File: src/rtl/vga_timing_pkg.sv
// Default 640x480@60 timing constants and a window-decode helper for the VGA timing generator.
package vga_timing_pkg;

  localparam int DEF_H_DISPLAY = 640;
  localparam int DEF_H_FRONT   = 16;
  localparam int DEF_H_SYNC    = 96;
  localparam int DEF_H_BACK    = 48;
  localparam int DEF_V_DISPLAY = 480;
  localparam int DEF_V_FRONT   = 10;
  localparam int DEF_V_SYNC    = 2;
  localparam int DEF_V_BACK    = 33;

  localparam int DEF_H_TOTAL = DEF_H_DISPLAY + DEF_H_FRONT + DEF_H_SYNC + DEF_H_BACK;
  localparam int DEF_V_TOTAL = DEF_V_DISPLAY + DEF_V_FRONT + DEF_V_SYNC + DEF_V_BACK;

  localparam int DEF_H_SYNC_START = DEF_H_DISPLAY + DEF_H_FRONT;
  localparam int DEF_H_SYNC_END   = DEF_H_SYNC_START + DEF_H_SYNC;
  localparam int DEF_V_SYNC_START = DEF_V_DISPLAY + DEF_V_FRONT;
  localparam int DEF_V_SYNC_END   = DEF_V_SYNC_START + DEF_V_SYNC;

  // Half-open window test lo <= pos < hi.
  function automatic logic in_window(input logic [9:0] pos, input logic [9:0] lo,
                                     input logic [9:0] hi);
    return (pos >= lo) && (pos < hi);
  endfunction

endpackage

File: src/rtl/vga_axis_counter.sv
// Modulo position counter for one screen axis; resets to its last position and also
// exposes the value it will take on the next edge so the top can register decodes in step.
module vga_axis_counter #(
  parameter int MODULUS = 800,
  parameter int WIDTH   = 10
) (
  input  logic             clk,
  input  logic             rst_n,
  input  logic             inc,
  output logic [WIDTH-1:0] value,
  output logic [WIDTH-1:0] next_value,
  output logic             wrap
);

  localparam logic [WIDTH-1:0] MAX_C  = WIDTH'(MODULUS - 1);
  localparam logic [WIDTH-1:0] ONE_C  = WIDTH'(1);
  localparam logic [WIDTH-1:0] ZERO_C = {WIDTH{1'b0}};

  logic [WIDTH-1:0] value_r;
  logic [WIDTH-1:0] next_s;

  // Next position: step with wrap when enabled, otherwise hold.
  always_comb begin
    next_s = value_r;
    if (inc) begin
      if (value_r == MAX_C) begin
        next_s = ZERO_C;
      end else begin
        next_s = value_r + ONE_C;
      end
    end else begin
      next_s = value_r;
    end
  end

  // Position register; parking at MAX makes the first step after reset land on 0.
  always_ff @(posedge clk) begin
    if (!rst_n) begin
      value_r <= MAX_C;
    end else begin
      value_r <= next_s;
    end
  end

  assign value      = value_r;
  assign next_value = next_s;
  assign wrap       = (value_r == MAX_C);

endmodule

File: src/rtl/vga_timing_gen.sv
// VGA pixel-timing generator: axis counters plus registered sync/display/strobe decode,
// all derived from next-state counters so every output describes the presented pixel.
module vga_timing_gen
  import vga_timing_pkg::*;
#(
  parameter int   H_DISPLAY  = DEF_H_DISPLAY,
  parameter int   H_FRONT    = DEF_H_FRONT,
  parameter int   H_SYNC     = DEF_H_SYNC,
  parameter int   H_BACK     = DEF_H_BACK,
  parameter int   V_DISPLAY  = DEF_V_DISPLAY,
  parameter int   V_FRONT    = DEF_V_FRONT,
  parameter int   V_SYNC     = DEF_V_SYNC,
  parameter int   V_BACK     = DEF_V_BACK,
  parameter logic H_SYNC_POL = 1'b0,
  parameter logic V_SYNC_POL = 1'b0,
  parameter int   FRAME_W    = 10
) (
  input  logic               clk,
  input  logic               rst_n,
  input  logic               ce,
  output logic               hsync,
  output logic               vsync,
  output logic               display_on,
  output logic [9:0]         hpos,
  output logic [9:0]         vpos,
  output logic               line_start,
  output logic               frame_start,
  output logic [FRAME_W-1:0] frame_count
);

  localparam int H_TOTAL = H_DISPLAY + H_FRONT + H_SYNC + H_BACK;
  localparam int V_TOTAL = V_DISPLAY + V_FRONT + V_SYNC + V_BACK;

  localparam logic [9:0] H_DISP_C   = 10'(H_DISPLAY);
  localparam logic [9:0] V_DISP_C   = 10'(V_DISPLAY);
  localparam logic [9:0] HS_START_C = 10'(H_DISPLAY + H_FRONT);
  localparam logic [9:0] HS_END_C   = 10'(H_DISPLAY + H_FRONT + H_SYNC);
  localparam logic [9:0] VS_START_C = 10'(V_DISPLAY + V_FRONT);
  localparam logic [9:0] VS_END_C   = 10'(V_DISPLAY + V_FRONT + V_SYNC);
  localparam logic [9:0] ZERO_C     = 10'd0;

  localparam logic [FRAME_W-1:0] FRAME_ONE_C = FRAME_W'(1);
  localparam logic [FRAME_W-1:0] FRAME_MAX_C = {FRAME_W{1'b1}};

  logic [9:0] h_next_s;
  logic [9:0] v_next_s;
  logic       h_wrap_s;
  logic       v_wrap_s;
  logic       v_inc_s;
  logic       frame_wrap_s;
  logic       display_s;
  logic       hsync_act_s;
  logic       vsync_act_s;

  logic               hsync_r;
  logic               vsync_r;
  logic               display_on_r;
  logic               line_start_r;
  logic               frame_start_r;
  logic [FRAME_W-1:0] frame_count_r;

  assign v_inc_s      = ce & h_wrap_s;
  assign frame_wrap_s = ce & h_wrap_s & v_wrap_s;

  vga_axis_counter #(.MODULUS(H_TOTAL), .WIDTH(10)) u_h_cnt (
    .clk        (clk),
    .rst_n      (rst_n),
    .inc        (ce),
    .value      (hpos),
    .next_value (h_next_s),
    .wrap       (h_wrap_s)
  );

  vga_axis_counter #(.MODULUS(V_TOTAL), .WIDTH(10)) u_v_cnt (
    .clk        (clk),
    .rst_n      (rst_n),
    .inc        (v_inc_s),
    .value      (vpos),
    .next_value (v_next_s),
    .wrap       (v_wrap_s)
  );

  // Window decode of the pixel about to be presented.
  always_comb begin
    display_s   = (h_next_s < H_DISP_C) && (v_next_s < V_DISP_C);
    hsync_act_s = in_window(h_next_s, HS_START_C, HS_END_C);
    vsync_act_s = in_window(v_next_s, VS_START_C, VS_END_C);
  end

  // Output registers; they move only with the counters so strobes last a whole pixel.
  always_ff @(posedge clk) begin
    if (!rst_n) begin
      hsync_r       <= ~H_SYNC_POL;
      vsync_r       <= ~V_SYNC_POL;
      display_on_r  <= 1'b0;
      line_start_r  <= 1'b0;
      frame_start_r <= 1'b0;
      frame_count_r <= FRAME_MAX_C;
    end else if (ce) begin
      hsync_r       <= hsync_act_s ? H_SYNC_POL : ~H_SYNC_POL;
      vsync_r       <= vsync_act_s ? V_SYNC_POL : ~V_SYNC_POL;
      display_on_r  <= display_s;
      line_start_r  <= (h_next_s == ZERO_C);
      frame_start_r <= (h_next_s == ZERO_C) && (v_next_s == ZERO_C);
      if (frame_wrap_s) begin
        frame_count_r <= frame_count_r + FRAME_ONE_C;
      end
    end
  end

  assign hsync       = hsync_r;
  assign vsync       = vsync_r;
  assign display_on  = display_on_r;
  assign line_start  = line_start_r;
  assign frame_start = frame_start_r;
  assign frame_count = frame_count_r;

endmodule

File: config.mk
export PLATFORM = sky130hd
export DESIGN_NAME = vga_timing_gen
export DESIGN_NICKNAME = d
export VERILOG_FILES = /design/src/rtl/vga_timing_pkg.sv /design/src/rtl/vga_axis_counter.sv /design/src/rtl/vga_timing_gen.sv
export SDC_FILE = /design/constraint.sdc
export NUM_CORES = 1
export LEC_CHECK = 0
export BUFFER_PORTS_ARGS = -buffer_cell sky130_fd_sc_hd__buf_2
export CAP_MARGIN = 20
export CORE_ASPECT_RATIO = 0.9
export CORE_MARGIN = 2
export CORE_UTILIZATION = 35
export CTS_CLUSTER_SIZE = 16
export DETAILED_ROUTE_END_ITERATION = 12
export PLACE_DENSITY_LB_ADDON = 0.12
export SYNTH_ARGS = -nofsm -noshare
export SYNTH_HDL_FRONTEND = slang
export SYNTH_SLANG_ARGS = --single-unit
File: constraint.sdc
create_clock -name clk -period 4.59 [get_ports clk]
set_input_delay 0 -clock clk [delete_from_list [all_inputs] [get_ports clk]]
set_output_delay 0 -clock clk [all_outputs]
set_load 0.005 [all_outputs]
# After elaboration in Yosys (flattened, before gate mapping)

Cells that the tools add are included.

$add $sub $neg: 3
Order comparisons: 6
Equal/unequal tests: 2
Mux-type cells: 6
Bitwise operators: 2
Reduce and logical (&&, ||, !) cells: 7

Operator list:

| kind                                                               | count |
|---|---|
| 2-to-1 mux 10 bit                                                  | 4 |
| adder 10 x 1 -> 10 bit, second input constant                      | 3 |
| == test 10 bit, second input constant                              | 2 |
| logical NOT 10 bit                                                 | 2 |
| < comparator 10 bit, second input constant                         | 2 |
| < comparator 10 x 9 -> 1 bit, second input constant                | 2 |
| greater-or-equal comparator 10 bit, second input constant          | 1 |
| greater-or-equal comparator 10 x 9 -> 1 bit, second input constant | 1 |
| logical AND 1 bit                                                  | 4 |
| AND 1 bit                                                          | 2 |
| 2-to-1 mux 1 bit                                                   | 2 |
| AND reduction 2 bit                                                | 1 |

Flip-flop bits (word level): 35
Bits of input ports: 3
Output and inout bits: 35
Logic and storage cells: 34

# Longest topological paths before layout

Word-level depth: 6
Gate-level depth with buffers: 9
Depth with buffers taken out: 8

# By module

A second synthesis with hierarchy kept.

Cells, all modules: 217
Area, all modules: 1863.0 µm²

Modules (own cells, without submodules):

| module                     | instances | cells each | area an instance (µm²) | seq. area each (µm²) |
|---|---|---|---|---|
| vga_timing_gen             | 1         | 87         | 755.7                  | 300.3 |
| vga_axis_counter (u_v_cnt) | 1         | 67         | 559.3                  | 200.2 |
| vga_axis_counter (u_h_cnt) | 1         | 63         | 548.0                  | 200.2 |

# Worst setup path before layout

No wires, ideal clock.

Path type: register -> register
Start point: reg u_h_cnt.value_r[6] (netlist: u_h_cnt.value[6])
End point: reg vsync_r (netlist: vsync)
Setup time: 138 ps
Data arrival time: 2224 ps
Data required time: 4452 ps
Path slack: 2227 ps
Cell stages (with the launch flop): 9
Buffers on the path: 2
Clock period less this slack: 2363 ps
Path through: dfxtp_1 -> buf_6 -> or3b_4 -> or4_1 -> buf_2 -> o31a_1 -> nor3_2 -> o211a_1 -> a41oi_2

Cells in the longest elaborated chain, start to end: 6
Elaborated cells between the ends (all ways): 7
Classes of those cells: order compare (2); eq/ne (1); mux (2); bitwise (1); reduce/logical (1)

RTL lines:

| item                                                                                        | line                   | source |
|---|---|---|
| start: declaration                                                                          | vga_axis_counter.sv:19 | `logic [WIDTH-1:0] value_r;` |
| start signal: assignment                                                                    | vga_axis_counter.sv:41 | `value_r <= next_s;` |
| == test 10 bit *                                                                            | vga_axis_counter.sv:47 | `assign wrap = (value_r == MAX_C);` |
| AND 1 bit *                                                                                 | vga_timing_gen.sv:62   | `assign v_inc_s = ce & h_wrap_s;` |
| 2-to-1 mux 10 bit *                                                                         | vga_axis_counter.sv:25 | `if (inc) begin` |
| greater-or-equal comparator 10 x 9 -> 1 bit or < comparator 10 x 9 -> 1 bit (tied branches) | vga_timing_pkg.sv:24   | `return (pos >= lo) && (pos < hi);` |
| logical AND 1 bit *                                                                         | vga_timing_pkg.sv:24   |  |
| 2-to-1 mux 1 bit *                                                                          | vga_timing_gen.sv:101  | `vsync_r <= vsync_act_s ? V_SYNC_POL : ~V_SYNC_POL;` |
| end signal: assignment                                                                      | vga_timing_gen.sv:94   | `vsync_r <= ~V_SYNC_POL;` |
| end signal: assignment                                                                      | vga_timing_gen.sv:101  |  |
| end: declaration                                                                            | vga_timing_gen.sv:56   | `logic vsync_r;` |

Mark *: on every way between the ends. The rest lies on a longest branch, timed or not.
A chain may end at the register's enable or synchronous reset.

# Worst setup path after layout

Start point: reg u_h_cnt.value_r[0] (netlist: u_h_cnt.value[0])
End point: reg frame_count_r[8] (netlist: frame_count[8])

Cells in the longest elaborated chain, start to end: 4

RTL lines:

| item                          | line                   | source |
|---|---|---|
| == test 10 bit                | vga_axis_counter.sv:47 |  |
| AND 1 bit (2 in a row)        | vga_timing_gen.sv:63   | `assign frame_wrap_s = ce & h_wrap_s & v_wrap_s;` |
| AND reduction 2 bit (no line) | --                     |  |
| end signal: assignment        | vga_timing_gen.sv:106  | `frame_count_r <= frame_count_r + FRAME_ONE_C;` |
| end: declaration              | vga_timing_gen.sv:60   | `logic [FRAME_W-1:0] frame_count_r;` |

Every way passes these cells.

==> out/qor.yml <==
synth:
  synth_seq_cells: 35
  netlist_area_mm2: 0.00212
  ys.flop_type: "dfxtp_1"
  avgSynthCellArea_um2: 7.95
  postSynthCellCount: 267
  async_reset_ff_share_pct: 0
  synth_cell_types: 52
  synth_warnings: 0
  yosysSeqAreaShare_pct: 33.0
  synth_edf_count: 0
  syn_nets: 274
die:
  fp.dieW_um: 86.1
  core-area_mm2: 0.00576
  row_count: 26
  start_util_pct: 36.9
  fp.dieArea_mm2: 0.00671
  io_pins: 38
  die_h_um: 77.9
timing:
  fin_crit_ps: 2860
  setup_tns_ps: 0
  worstMarginPinSlew_ps: 861
  fin_crit_sh_pct: 62.3
  rsz0062_at_grt: "false"
  skew_ps: 7.17
  finalSetupViolations: 0
  timing.fmax_mhz: 350
  drv_slew: 0
  maxSlewHeadroom_pct: 42.1
  hold_viol: 0
min_path:
  min_from: "rst_n"
  holdPathStages: 2
  hp-class: "primary input to flip-flop"
  min_to: "frame_count[5]"
layout:
  layout_common_cells: "nand2_1, buf_2, dfxtp_1"
  layout.core_utilization_pct: 42.9
  mostFrequentLayoutCell: "nand2_1"
  final_nets: 304
  drive_gt1_share_pct: 18.5
  syn_to_final_growth_pct: 16.4
  antennaDiodeCount: 0
clocking:
  cts_setup_buffers: 0
  root_buffer: "clkbuf_8"
  cts_tree: "built"
  cts_resized: 0
  clkTransAtPathRegs_ps: 70
  insertion_delay_ps: 290
  cts_buffer_depth: 2
  cts.htree.levels: 2
  cts_hold_buf: 0
  cts_made_buffers: 5
  clkSinkCount: 35
drt:
  met3WireLength_um: 412
  drtPass1Iterations: 5
  vias: 2085
  topRoutingLayerUsed: "met4"
  routed-wl-met2_um: 2420
  drc: 0
  routed_wl_um: 5740
  drt-initial-drc-count: 151
  avgViaCountPerCell: 5.67
  met1_length_um: 2810
  wl_per_cell_um: 15.6
  ant_nets: 0
critical_path:
  path_max_fanout: 12
  end_kind: "flip-flop"
  r2r-start: "u_h_cnt.value[0]"
  arrival_ps: 3090
  r2r_cells: 7
  worst_r2r_endpoint: "frame_count[8]"
  cp.required_ps: 4820
  reg2reg_slack_ps: 1730
  worst-setup-path-type: "flip-flop to flip-flop"
  startpoint_type: "flip-flop"
global_route:
  grt-ovfl-total: 0
  grt_pass1_vias: 1928
  track_usage_pct: 18.2
  grt_max_degree: 35
  antenna_found_initial: 0
  grt_pass1_wl_um: 9680
placement:
  gp_congestion: 0.910
  io_buffers: 37
  dp_hpwl_um: 4070
outcome:
  outcome: "finished, final reports clean"
power:
  power_density_mw_per_mm2: 600
  power.total_mw: 1.48
  p_leak_nw: 0.953
  vdd_drop_max_mv: 0.271
job:
  drv_cap: 0
==> report_power, final <==
group	internal (mW)	total, mW	switching (mW)
clock network	0.217	0.334	0.116
registers	0.380	0.495	0.115
logic	0.282	0.655	0.373
total	0.879	1.48	0.604
==> registers in the layout, summed over array words and instances (netlist names) <==
signal / count
hsync: 1
vsync: 1
frame_count: 10
u_h_cnt.value: 10
frame_start: 1
display_on: 1
u_v_cnt.value: 10
line_start: 1
==> worst max-delay path, stage by stage, from the launching register on <==
cell	delay, ps
dfxtp_1	460
ha_1	320
and2_1	310
nand4_1	590
nor2_4	450
nand4_2	190
or3_1	370
nand3_1	80
==> synth_stat cells (2+ instances only) <==
cell / count / area [µm²]
mux2i_1: 2 / 20.0
nor4_1: 8 / 50.1
nand2b_1: 4 / 25.0
nor2_1: 15 / 56.3
clkbuf_1: 12 / 45.0
xor2_1: 9 / 78.8
o31a_1: 2 / 17.5
o21ai_0: 20 / 100
nand3_1: 13 / 65.1
o21a_1: 3 / 22.5
inv_1: 3 / 11.3
dfxtp_1: 35 / 701
o31ai_1: 3 / 22.5
ha_1: 4 / 50.1
nand4_1: 9 / 56.3
or3_1: 5 / 31.3
and2_1: 7 / 43.8
and3_1: 8 / 50.1
a31oi_1: 5 / 31.3
or4_1: 4 / 30.0
o22a_1: 2 / 17.5
xnor2_1: 9 / 78.8
a21oi_1: 6 / 30.0
nor2b_1: 7 / 43.8
a21boi_0: 3 / 22.5
nand2_1: 40 / 150
nor3_1: 2 / 10.0
nand4b_1: 3 / 26.3
==> stage by stage <==
step                hold WS [ps]  worst slack [ps]  std cells  instance area, µm²
CTS                          168              1720        368                2470
global route                 188              1490        368                2470
detailed placement           402              1730        360                2340
finish                       159              1730        368                2470
floorplan                    109              2230        267                2120
global placement             400              1880        360                2340
==> worst max-delay path by stage <==
| stage | cells after the start | start | slack, ps | end |
|---|---|---|---|---|
| final | 7 | u_h_cnt.value[0] | 1730 | frame_count[8] |
| after global placement | 7 | u_h_cnt.value[0] | 1880 | frame_count[8] |
| after global routing | 7 | u_h_cnt.value[0] | 1490 | frame_count[6] |
| after detailed placement | 7 | u_h_cnt.value[0] | 1730 | frame_count[8] |
| after floorplan | 8 | u_h_cnt.value[6] | 2230 | vsync |
| after CTS | 7 | u_h_cnt.value[0] | 1720 | frame_count[8] |
==> layer usage <==
layer / GRT usage [%] / vias to the layer above
met2: 25.7 / 87
met5: 0 / -
met4: 7.46 / 0
met3: 3.72 / 11
li1: - / 1035
met1: 26.5 / 952
==> logic make-up (layout without fill, tap and decap cells) <==
kind of cell,count (synthesis),count (layout),share of synthesized area [%]
AND/OR/NAND/NOR,136,136,35.8
AO/OA/AOI/OAI,54,54,16.9
flip-flops,35,35,33.0
XOR/XNOR,18,18,7.43
buffers and inverters,18,49,3.59
adder cells (fa/ha/maj),4,4,2.36
multiplexers,2,2,0.943
==> layout make-up <==
| class | instances | area (µm²) |
|---|---|---|
| clock buffer | 6 | 72.6 |
| sequential | 35 | 701 |
| multi-input combinational | 214 | 1350 |
| inverter | 3 | 11.3 |
| tap | 70 | 87.6 |
| timing repair buffer | 38 | 193 |
| clock inverter | 2 | 60.1 |
| fill | 594 | 3290 |
(Power assumes the default switching activity.)
